===== config.mk =====
export PLATFORM = sky130hd
export DESIGN_NAME = cpu_clock_ctrl
export DESIGN_NICKNAME = d
export VERILOG_FILES = /design/src/rtl/cpu_clock_ctrl.sv
export SDC_FILE = /design/constraint.sdc
export NUM_CORES = 1
export LEC_CHECK = 0
export CORE_ASPECT_RATIO = 0.9
export CORE_MARGIN = 3
export CORE_UTILIZATION = 41
export CTS_CLUSTER_SIZE = 12
export DETAILED_ROUTE_END_ITERATION = 8
export MAX_ROUTING_LAYER = met4
export PLACE_DENSITY_LB_ADDON = 0.2
export SYNTH_ARGS = -nofsm -noshare
export SYNTH_HDL_FRONTEND = slang
export SYNTH_SLANG_ARGS = --single-unit

===== constraint.sdc =====
create_clock -name clk_in -period 2.8 [get_ports clk_in]
set_input_delay 0.7 -clock clk_in [delete_from_list [all_inputs] [get_ports clk_in]]
set_output_delay 0.7 -clock clk_in [all_outputs]
set_load 0.005 [all_outputs]

===== src/rtl/cpu_clock_ctrl.sv =====
// cpu_clock_ctrl
//   Turns rising edges of the divided clock (sampled as data in the clk_in
//   domain) into single-cycle clock enables for the rv32 core. It also adds
//   run/halt/single-step control, a debounced step button, a retired-cycle
//   counter and a cycle-count breakpoint.
//
// Ports
//   clk_in          in   fast system clock, the only clock
//   rst_n           in   asynchronous reset, active low
//   div_clk_i       in   divided clock, sampled as data
//   run_req_i       in   1-cycle pulse: start free running
//   halt_req_i      in   1-cycle pulse: stop (wins over everything)
//   step_btn_i      in   raw asynchronous push button, active high
//   bp_en_i         in   breakpoint enable
//   bp_count_i      in   halt when cycle_count_o reaches this value
//   cpu_ce_o        out  1-cycle clock enable to the core
//   running_o       out  1 while in RUN
//   cycle_count_o   out  number of cpu_ce_o pulses issued (wraps)
//   bp_hit_o        out  sticky: last halt came from the breakpoint
//
// state      | meaning
// -----------+------------------------------------------------------
// HALT       | core stopped; waits for run_req or a debounced step
// RUN        | one cpu_ce per div_clk rising edge; breakpoint checked
// STEP_WAIT  | waiting for the next tick to issue exactly one cpu_ce
module cpu_clock_ctrl #(
   parameter int unsigned DEBOUNCE_CYCLES = 16,
   parameter int unsigned CNT_WIDTH       = 32,
   parameter bit          RESET_RUN       = 1'b0
) (
   input  logic                 clk_in,
   input  logic                 rst_n,
   input  logic                 div_clk_i,
   input  logic                 run_req_i,
   input  logic                 halt_req_i,
   input  logic                 step_btn_i,
   input  logic                 bp_en_i,
   input  logic [CNT_WIDTH-1:0] bp_count_i,
   output logic                 cpu_ce_o,
   output logic                 running_o,
   output logic [CNT_WIDTH-1:0] cycle_count_o,
   output logic                 bp_hit_o
);

   localparam int unsigned DB_W = $clog2(DEBOUNCE_CYCLES + 1);

   typedef enum logic [1:0] {
      ST_HALT      = 2'd0,
      ST_RUN       = 2'd1,
      ST_STEP_WAIT = 2'd2
   } state_t;

   localparam state_t RESET_STATE = RESET_RUN ? ST_RUN : ST_HALT;

   logic                 div_s0_q, div_s1_q, div_s2_q;
   logic                 btn_s0_q, btn_s1_q, btn_s2_q;
   logic [DB_W-1:0]      db_cnt_q, db_cnt_d;
   logic                 btn_db_q, btn_db_d;
   logic                 pending_q, pending_d;
   state_t               state_q, state_d;
   logic                 ce_q, ce_d;
   logic [CNT_WIDTH-1:0] count_q, count_d;
   logic                 bp_hit_q, bp_hit_d;

   logic                 tick;
   logic                 db_stable;
   logic                 db_rise;
   logic                 pending_clr;
   logic [CNT_WIDTH-1:0] count_inc;

   assign tick      = div_s1_q & ~div_s2_q;
   assign count_inc = count_q + CNT_WIDTH'(1);

   // db_cnt_q saturates once the synchronised level has been stable long
   // enough; btn_s2_q is the level that has been stable over that window.
   assign db_stable = (db_cnt_q == DB_W'(DEBOUNCE_CYCLES));
   assign db_rise   = db_stable & btn_s2_q & ~btn_db_q;

   always_comb begin
      db_cnt_d = db_cnt_q;
      if (btn_s1_q != btn_s2_q) begin
         db_cnt_d = '0;
      end else if (!db_stable) begin
         db_cnt_d = db_cnt_q + DB_W'(1);
      end
      btn_db_d = db_stable ? btn_s2_q : btn_db_q;
   end

   always_comb begin
      state_d     = state_q;
      ce_d        = 1'b0;
      count_d     = count_q;
      bp_hit_d    = bp_hit_q;
      pending_clr = 1'b0;
      case (state_q)
         ST_HALT: begin
            if (halt_req_i) begin
               state_d = ST_HALT;
            end else if (run_req_i) begin
               state_d  = ST_RUN;
               bp_hit_d = 1'b0;
            end else if (pending_q) begin
               state_d  = ST_STEP_WAIT;
               bp_hit_d = 1'b0;
            end
         end
         ST_RUN: begin
            if (halt_req_i) begin
               state_d = ST_HALT;
            end else if (tick) begin
               ce_d    = 1'b1;
               count_d = count_inc;
               if (bp_en_i && (count_inc == bp_count_i)) begin
                  state_d  = ST_HALT;
                  bp_hit_d = 1'b1;
               end
            end
         end
         ST_STEP_WAIT: begin
            if (halt_req_i) begin
               state_d     = ST_HALT;
               pending_clr = 1'b1;
            end else if (tick) begin
               ce_d        = 1'b1;
               count_d     = count_inc;
               state_d     = ST_HALT;
               pending_clr = 1'b1;
            end
         end
         default: state_d = ST_HALT;
      endcase
      // A step request that shows up while free running is thrown away.
      pending_d = (state_q == ST_RUN) ? 1'b0 : (db_rise | (pending_q & ~pending_clr));
   end

   always_ff @(posedge clk_in or negedge rst_n) begin
      if (!rst_n) begin
         div_s0_q  <= 1'b0;
         div_s1_q  <= 1'b0;
         div_s2_q  <= 1'b0;
         btn_s0_q  <= 1'b0;
         btn_s1_q  <= 1'b0;
         btn_s2_q  <= 1'b0;
         db_cnt_q  <= '0;
         btn_db_q  <= 1'b0;
         pending_q <= 1'b0;
         state_q   <= RESET_STATE;
         ce_q      <= 1'b0;
         count_q   <= '0;
         bp_hit_q  <= 1'b0;
      end else begin
         div_s0_q  <= div_clk_i;
         div_s1_q  <= div_s0_q;
         div_s2_q  <= div_s1_q;
         btn_s0_q  <= step_btn_i;
         btn_s1_q  <= btn_s0_q;
         btn_s2_q  <= btn_s1_q;
         db_cnt_q  <= db_cnt_d;
         btn_db_q  <= btn_db_d;
         pending_q <= pending_d;
         state_q   <= state_d;
         ce_q      <= ce_d;
         count_q   <= count_d;
         bp_hit_q  <= bp_hit_d;
      end
   end

   assign cpu_ce_o      = ce_q;
   assign running_o     = (state_q == ST_RUN);
   assign cycle_count_o = count_q;
   assign bp_hit_o      = bp_hit_q;

endmodule


==> results.toml, run 1 <==
[status]
run_status = "finished, final reports clean"

[power]
ir_worst_vdd_mv = 0.2209
p_switching_w = 0.0004657
p_int_w = 0.001300
combPwrFrac_pct = 20.4
power-per-cell-area_nw_per_um2 = 386.5
leakage_nw = 1.863
switching_share_pct = 26.38
pwr-share-clk_pct = 35.4
p_seq_share_pct = 44.2

[yosys]
yosys_warnings = 0
syn_nets = 416
syn-cell-area_um2 = 3393
ys_seq_area_share_pct = 36.14
synth_enable_flop_cells = 0
postSynth.asyncResetShare_pct = 100.0
avgSynthCellArea_um2 = 9.146
ys.flop_type = "dfrtp_1"
synth-seq-cells = 49
netlist_instances = 371
ys_types = 55

[place]
placedCellCount = 554
port_buffers = 73
dp_hpwl_um = 7017
post-place-ws_ns = -0.2619
gp_congestion = 0.9111

[clocking]
root_buffer = "clkbuf_8"
cts_buffers = 5
clock_sinks = 49
cts_max_level = 2
clockBufferDepth = 2
clk_pin_slew_ns = 0.10
clock_latency_ns = 0.31
cts_hold_buffers = 0
cts_tree = "yes"

[timing]
setup_tns_ns = 0
min_period_ns = 2.667
slew_headroom_pct = 53.70
finalCritPeriodShare_pct = 95.26
rsz0062_at_grt = "no"
fin_ws_ns = 0.1327
drv_slew = 0
hold_viol_final = 0
clock_skew_ns = 0.007567
worst_pin_slew_ns = 0.6893
finalSetupViolations = 0
timing.fmax_mhz = 374.9

[global_route]
grt-ovfl-total = 0
grt_max_degree = 50
antenna_found_initial = 0
grt_usage_pct = 20.25
grt_pass1_vias = 3022
grt_pass1_wl_um = 14970

[worst_setup_path]
cp_max_fo = 3
path_class = "in2reg"
critical_path_arrival_ns = 2.87
end_kind = "register"
startpoint_type = "input pin"
worstPathRequired_ns = 3.00

[layout]
multi_input_area_um2 = 2081
diodes = 0
drive_above_1_share_pct = 14.10
fin_nets = 512
largest_register_ffs = 32
final-seq-area_um2 = 1227
syn_to_final_growth_pct = 34.62
instances_no_fill = 564
fillers = 713

[drt]
drt_iter0_drc = 109
ant_nets = 0
firstDrtPassIters = 4
vias_per_cell = 5.480
totalWireLength_um = 9063
wl_per_cell_um = 16.07
drc_errors = 0
vias = 3091

[run]
maxCapViolations = 0

[floorplanning]
initial_utilization_pct = 43.67
die_x_um = 101.9
core_um2 = 7770
die-area_um2 = 9405
die_h_um = 92.31
rows = 30
io_pins = 74

[min_path]
hp-class = "reg2reg"
-- path summary, 6_finish.rpt --
path,startpoint,endpoint,slack [ns],cells past startpoint
max,bp_count_i[10],state_q[1],0.13,9
min,div_s0_q,div_s1_q,0.36,0
max reg2reg,cycle_count_o[2],state_q[1],0.16,7
min reg2reg,div_s0_q,div_s1_q,0.36,0
max in group asynchronous,rst_n,cycle_count_o[1],1.84,2
min in group asynchronous,rst_n,db_cnt_q[0],0.50,2
-- power groups by stage --
| stage | Clock (W) | Combinational (W) | Sequential, W |
|---|---|---|---|
| 2_1_floorplan | 0 | 0.000181 | 0.000787 |
| 3_3_place_gp | 0 | 0.000354 | 0.000791 |
| 3_5_place_dp | 0 | 0.000359 | 0.000793 |
| 4_1_cts | 0.000634 | 0.000360 | 0.000779 |
| 5_1_grt | 0.000663 | 0.000402 | 0.000789 |
| 6_report | 0.000624 | 0.000361 | 0.000780 |
-- repair_timing --
action	in CTS	in global routing
gates resized for setup	0	9
endpoints found under the setup margin	0	3
setup buffers	0	2
-- metrics by stage --
stage	hold WS (ns)	cell area (um2)	total power, W	utilization, %
after detailed placement	0.3356	4378	0.001151	56.34
final	0.3563	4568	0.001765	58.79
after global routing	0.3745	4568	0.001854	58.79
after floorplan	0.3312	3393	0.0009684	-
after global placement	0.3332	4378	0.001145	56.34
after CTS	0.3583	4516	0.001774	58.12
-- logic make-up (layout without fill, tap and decap cells) --
family / after synthesis / in the layout / synth area share, %
simple gates: 172 / 172 / 29.20
xor+xnor: 77 / 77 / 19.87
flops: 49 / 49 / 36.14
compound gates: 38 / 38 / 8.113
buf+inv: 26 / 123 / 3.540
fa+ha+maj: 6 / 6 / 2.212
mux: 3 / 3 / 0.9218
-- Yosys cell counts (3+ instances only) --
cell type / number / area, um2
a32oi_1: 3 / 26.28
ha_1: 6 / 75.07
nand4b_1: 3 / 26.28
and2_1: 4 / 25.02
nand4_1: 14 / 87.58
o21ai_0: 6 / 30.03
and3_1: 4 / 25.02
buf_2: 11 / 55.05
a21oi_1: 7 / 35.03
dfrtp_1: 49 / 1226
nand2b_1: 7 / 43.79
nor2_1: 28 / 105.1
nor4_1: 8 / 50.05
nor3_1: 14 / 70.07
xnor2_1: 47 / 411.6
or4_1: 3 / 22.52
o31ai_1: 3 / 22.52
nand2_1: 30 / 112.6
a31oi_1: 4 / 25.02
xor2_1: 30 / 262.8
or3_1: 3 / 18.77
inv_1: 11 / 41.29
nor3b_1: 4 / 30.03
and4_1: 6 / 52.55
nand3_1: 23 / 115.1
nor2b_1: 3 / 18.77
nand3_2: 3 / 30.03
-- cell type report --
type                    count  share of cell area [%]
multi-input cells         296                   45.55
flip-flops and latches     49                   26.87
repair buffers            104                   21.04
well taps                  96                   2.629
clock buffers               5                   1.506
clock inverters             3                   1.506
inverters                  11                  0.9039
-- routing by layer --
metal	wire, um	vias up	track usage, %
met5	0	-	-
met4	46	0	2.623
met3	546	4	2.786
met2	4041	98	30.77
met1	4429	1489	29.69
li1	-	1500	-
-- critical path: stages --
cell	delay, ns
clkdlybuf4s50_1	0.47
xor2_1	0.31
and3_1	0.21
a32oi_1	0.12
a32oi_2	0.18
or4b_4	0.51
a21oi_4	0.16
a2111o_1	0.15
nand3_1	0.06
-- cell usage in the layout (no fill, tap or decap), types with 7 or more instances in the layout --
cell type        count
xor2_1              30
nand3_1             23
nand4_1             14
inv_1               11
nor3_1              14
nand2_1             30
buf_4               31
dfrtp_1             48
clkdlybuf4s50_1     71
nor2_1              27
nand2b_1             7
xnor2_1             47
nor4_1               7
a21oi_1              7
Power figures use the tool's default switching activity.
==> inputs of run 2 (changes only) <==
- CTS_BUF_LIST: not set -> sky130_fd_sc_hd__clkbuf_4 sky130_fd_sc_hd__clkbuf_8
- PLACE_DENSITY: not set -> 0.74
- PLACE_DENSITY_LB_ADDON: 0.2 -> not set
==> results.toml, run 2 (synthesized netlist as in run 1, its figures left out) <==
[global_route]
grt_max_degree = 50
grt_pass1_vias = 2960
antenna_found_initial = 0
grt_usage_pct = 20.97
grt_pass1_wl_um = 15170
grt-ovfl-total = 0

[worst_setup_path]
critical_path_arrival_ns = 2.92
path_class = "in2reg"
end_kind = "register"
startpoint_type = "input pin"
worstPathRequired_ns = 3.01
cp_max_fo = 3

[drt]
drt_iter0_drc = 170
vias = 3132
firstDrtPassIters = 4
ant_nets = 0
totalWireLength_um = 9383
drc_errors = 0
wl_per_cell_um = 16.70
vias_per_cell = 5.573

[clocking]
cts_buffers = 5
clock_sinks = 49
clk_pin_slew_ns = 0.11
clock_latency_ns = 0.31
root_buffer = "clkbuf_8"
clockBufferDepth = 2
cts_tree = "yes"
cts_max_level = 2

[run]
maxCapViolations = 0

[floorplanning]
initial_utilization_pct = 43.67
core_um2 = 7770
rows = 30
die-area_um2 = 9405
die_h_um = 92.31
die_x_um = 101.9
io_pins = 74

[power]
power-per-cell-area_nw_per_um2 = 357.0
leakage_nw = 1.836
p_total_w = 0.001617
ir_worst_vdd_mv = 0.1683

[timing]
clock_skew_ns = 0.01128
timing.fmax_mhz = 368.9
setup_tns_ns = 0
hold_viol_final = 0
worst_pin_slew_ns = 0.6729
finalSetupViolations = 0
slew_headroom_pct = 54.80
min_period_ns = 2.711
finalCritPeriodShare_pct = 96.81
drv_slew = 0

[layout]
final_common_cell = "clkdlybuf4s50_1"
syn_to_final_growth_pct = 33.52
final_cell_mix = "72 x clkdlybuf4s50_1, 49 x dfrtp_1, 46 x xnor2_1, 30 x nand2_1, 30 x xor2_1"
diodes = 0
largest_register_ffs = 32
fin_nets = 510
drive_above_1_share_pct = 13.52

[min_path]
hp-class = "in2async"

[status]
run_status = "finished, final reports clean"

[place]
port_buffers = 73
dp_hpwl_um = 7315
gp_congestion = 0.9277
## run 2: layout make-up
cell class,count,area (um2)
fill,712,3239
sequential,49,1226
tap,96,120.1
inverter,11,41.29
multi-input combinational,296,2092
clock buffer,5,68.82
timing repair buffer,102,955.9
clock inverter,3,26.28
## run 2: path summary, 6_finish.rpt
check	slack [ns]	end	depth (start not counted)	startpoint
min in group clk_in	0.36	btn_s1_q	0	btn_s0_q
max reg2reg	0.10	state_q[0]	8	cycle_count_o[20]
max in group asynchronous	2.21	cycle_count_o[30]	2	rst_n
max	0.09	state_q[1]	9	bp_count_i[8]
min reg2reg	0.36	btn_s1_q	0	btn_s0_q
min	0.36	cpu_ce_o	2	rst_n
## run 2: per-stage QoR
step | util [%] | setup WS, ns | hold WS, ns | instance area (um2) | instances
floorplan | - | 0.3268 | 0.3312 | 3393 | 371
global placement | 56.22 | -0.1582 | 0.3343 | 4368 | 551
detailed placement | 56.22 | -0.2417 | 0.3404 | 4368 | 551
CTS | 57.44 | 0.09602 | 0.3634 | 4463 | 559
global route | 58.31 | -0.02238 | 0.3672 | 4531 | 562
finish | 58.31 | 0.08939 | 0.3599 | 4531 | 562
## run 2: layer usage
metal / part of all wire, % / track usage [%]
met5: 0 / -
met4: 0.60 / 4.481
met1: 48 / 30.80
met3: 5.3 / 2.861
met2: 46 / 30.99
## run 2: report_power, final
part / switching [W] / total [W] / internal [W] / leakage (nW)
clock network: 0.000266 / 0.000452 / 0.000186 / 0.0495
registers: 0.0000457 / 0.000785 / 0.000740 / 0.654
logic: 0.000167 / 0.000380 / 0.000213 / 1.13
## run 2: timing repair
action                                  CTS  global route
resized for setup                         0             7
endpoints found under the setup margin    0             3
setup buffers                             0             3
hold buffers                              0             0
## run 2: worst max-delay path, stage by stage
cell	delay, ns
clkdlybuf4s50_1	0.41
and3b_1	0.26
nand4b_1	0.11
a211o_1	0.34
a32oi_2	0.17
or4b_4	0.50
a21oi_2	0.19
a2111o_1	0.16
nand3_1	0.07
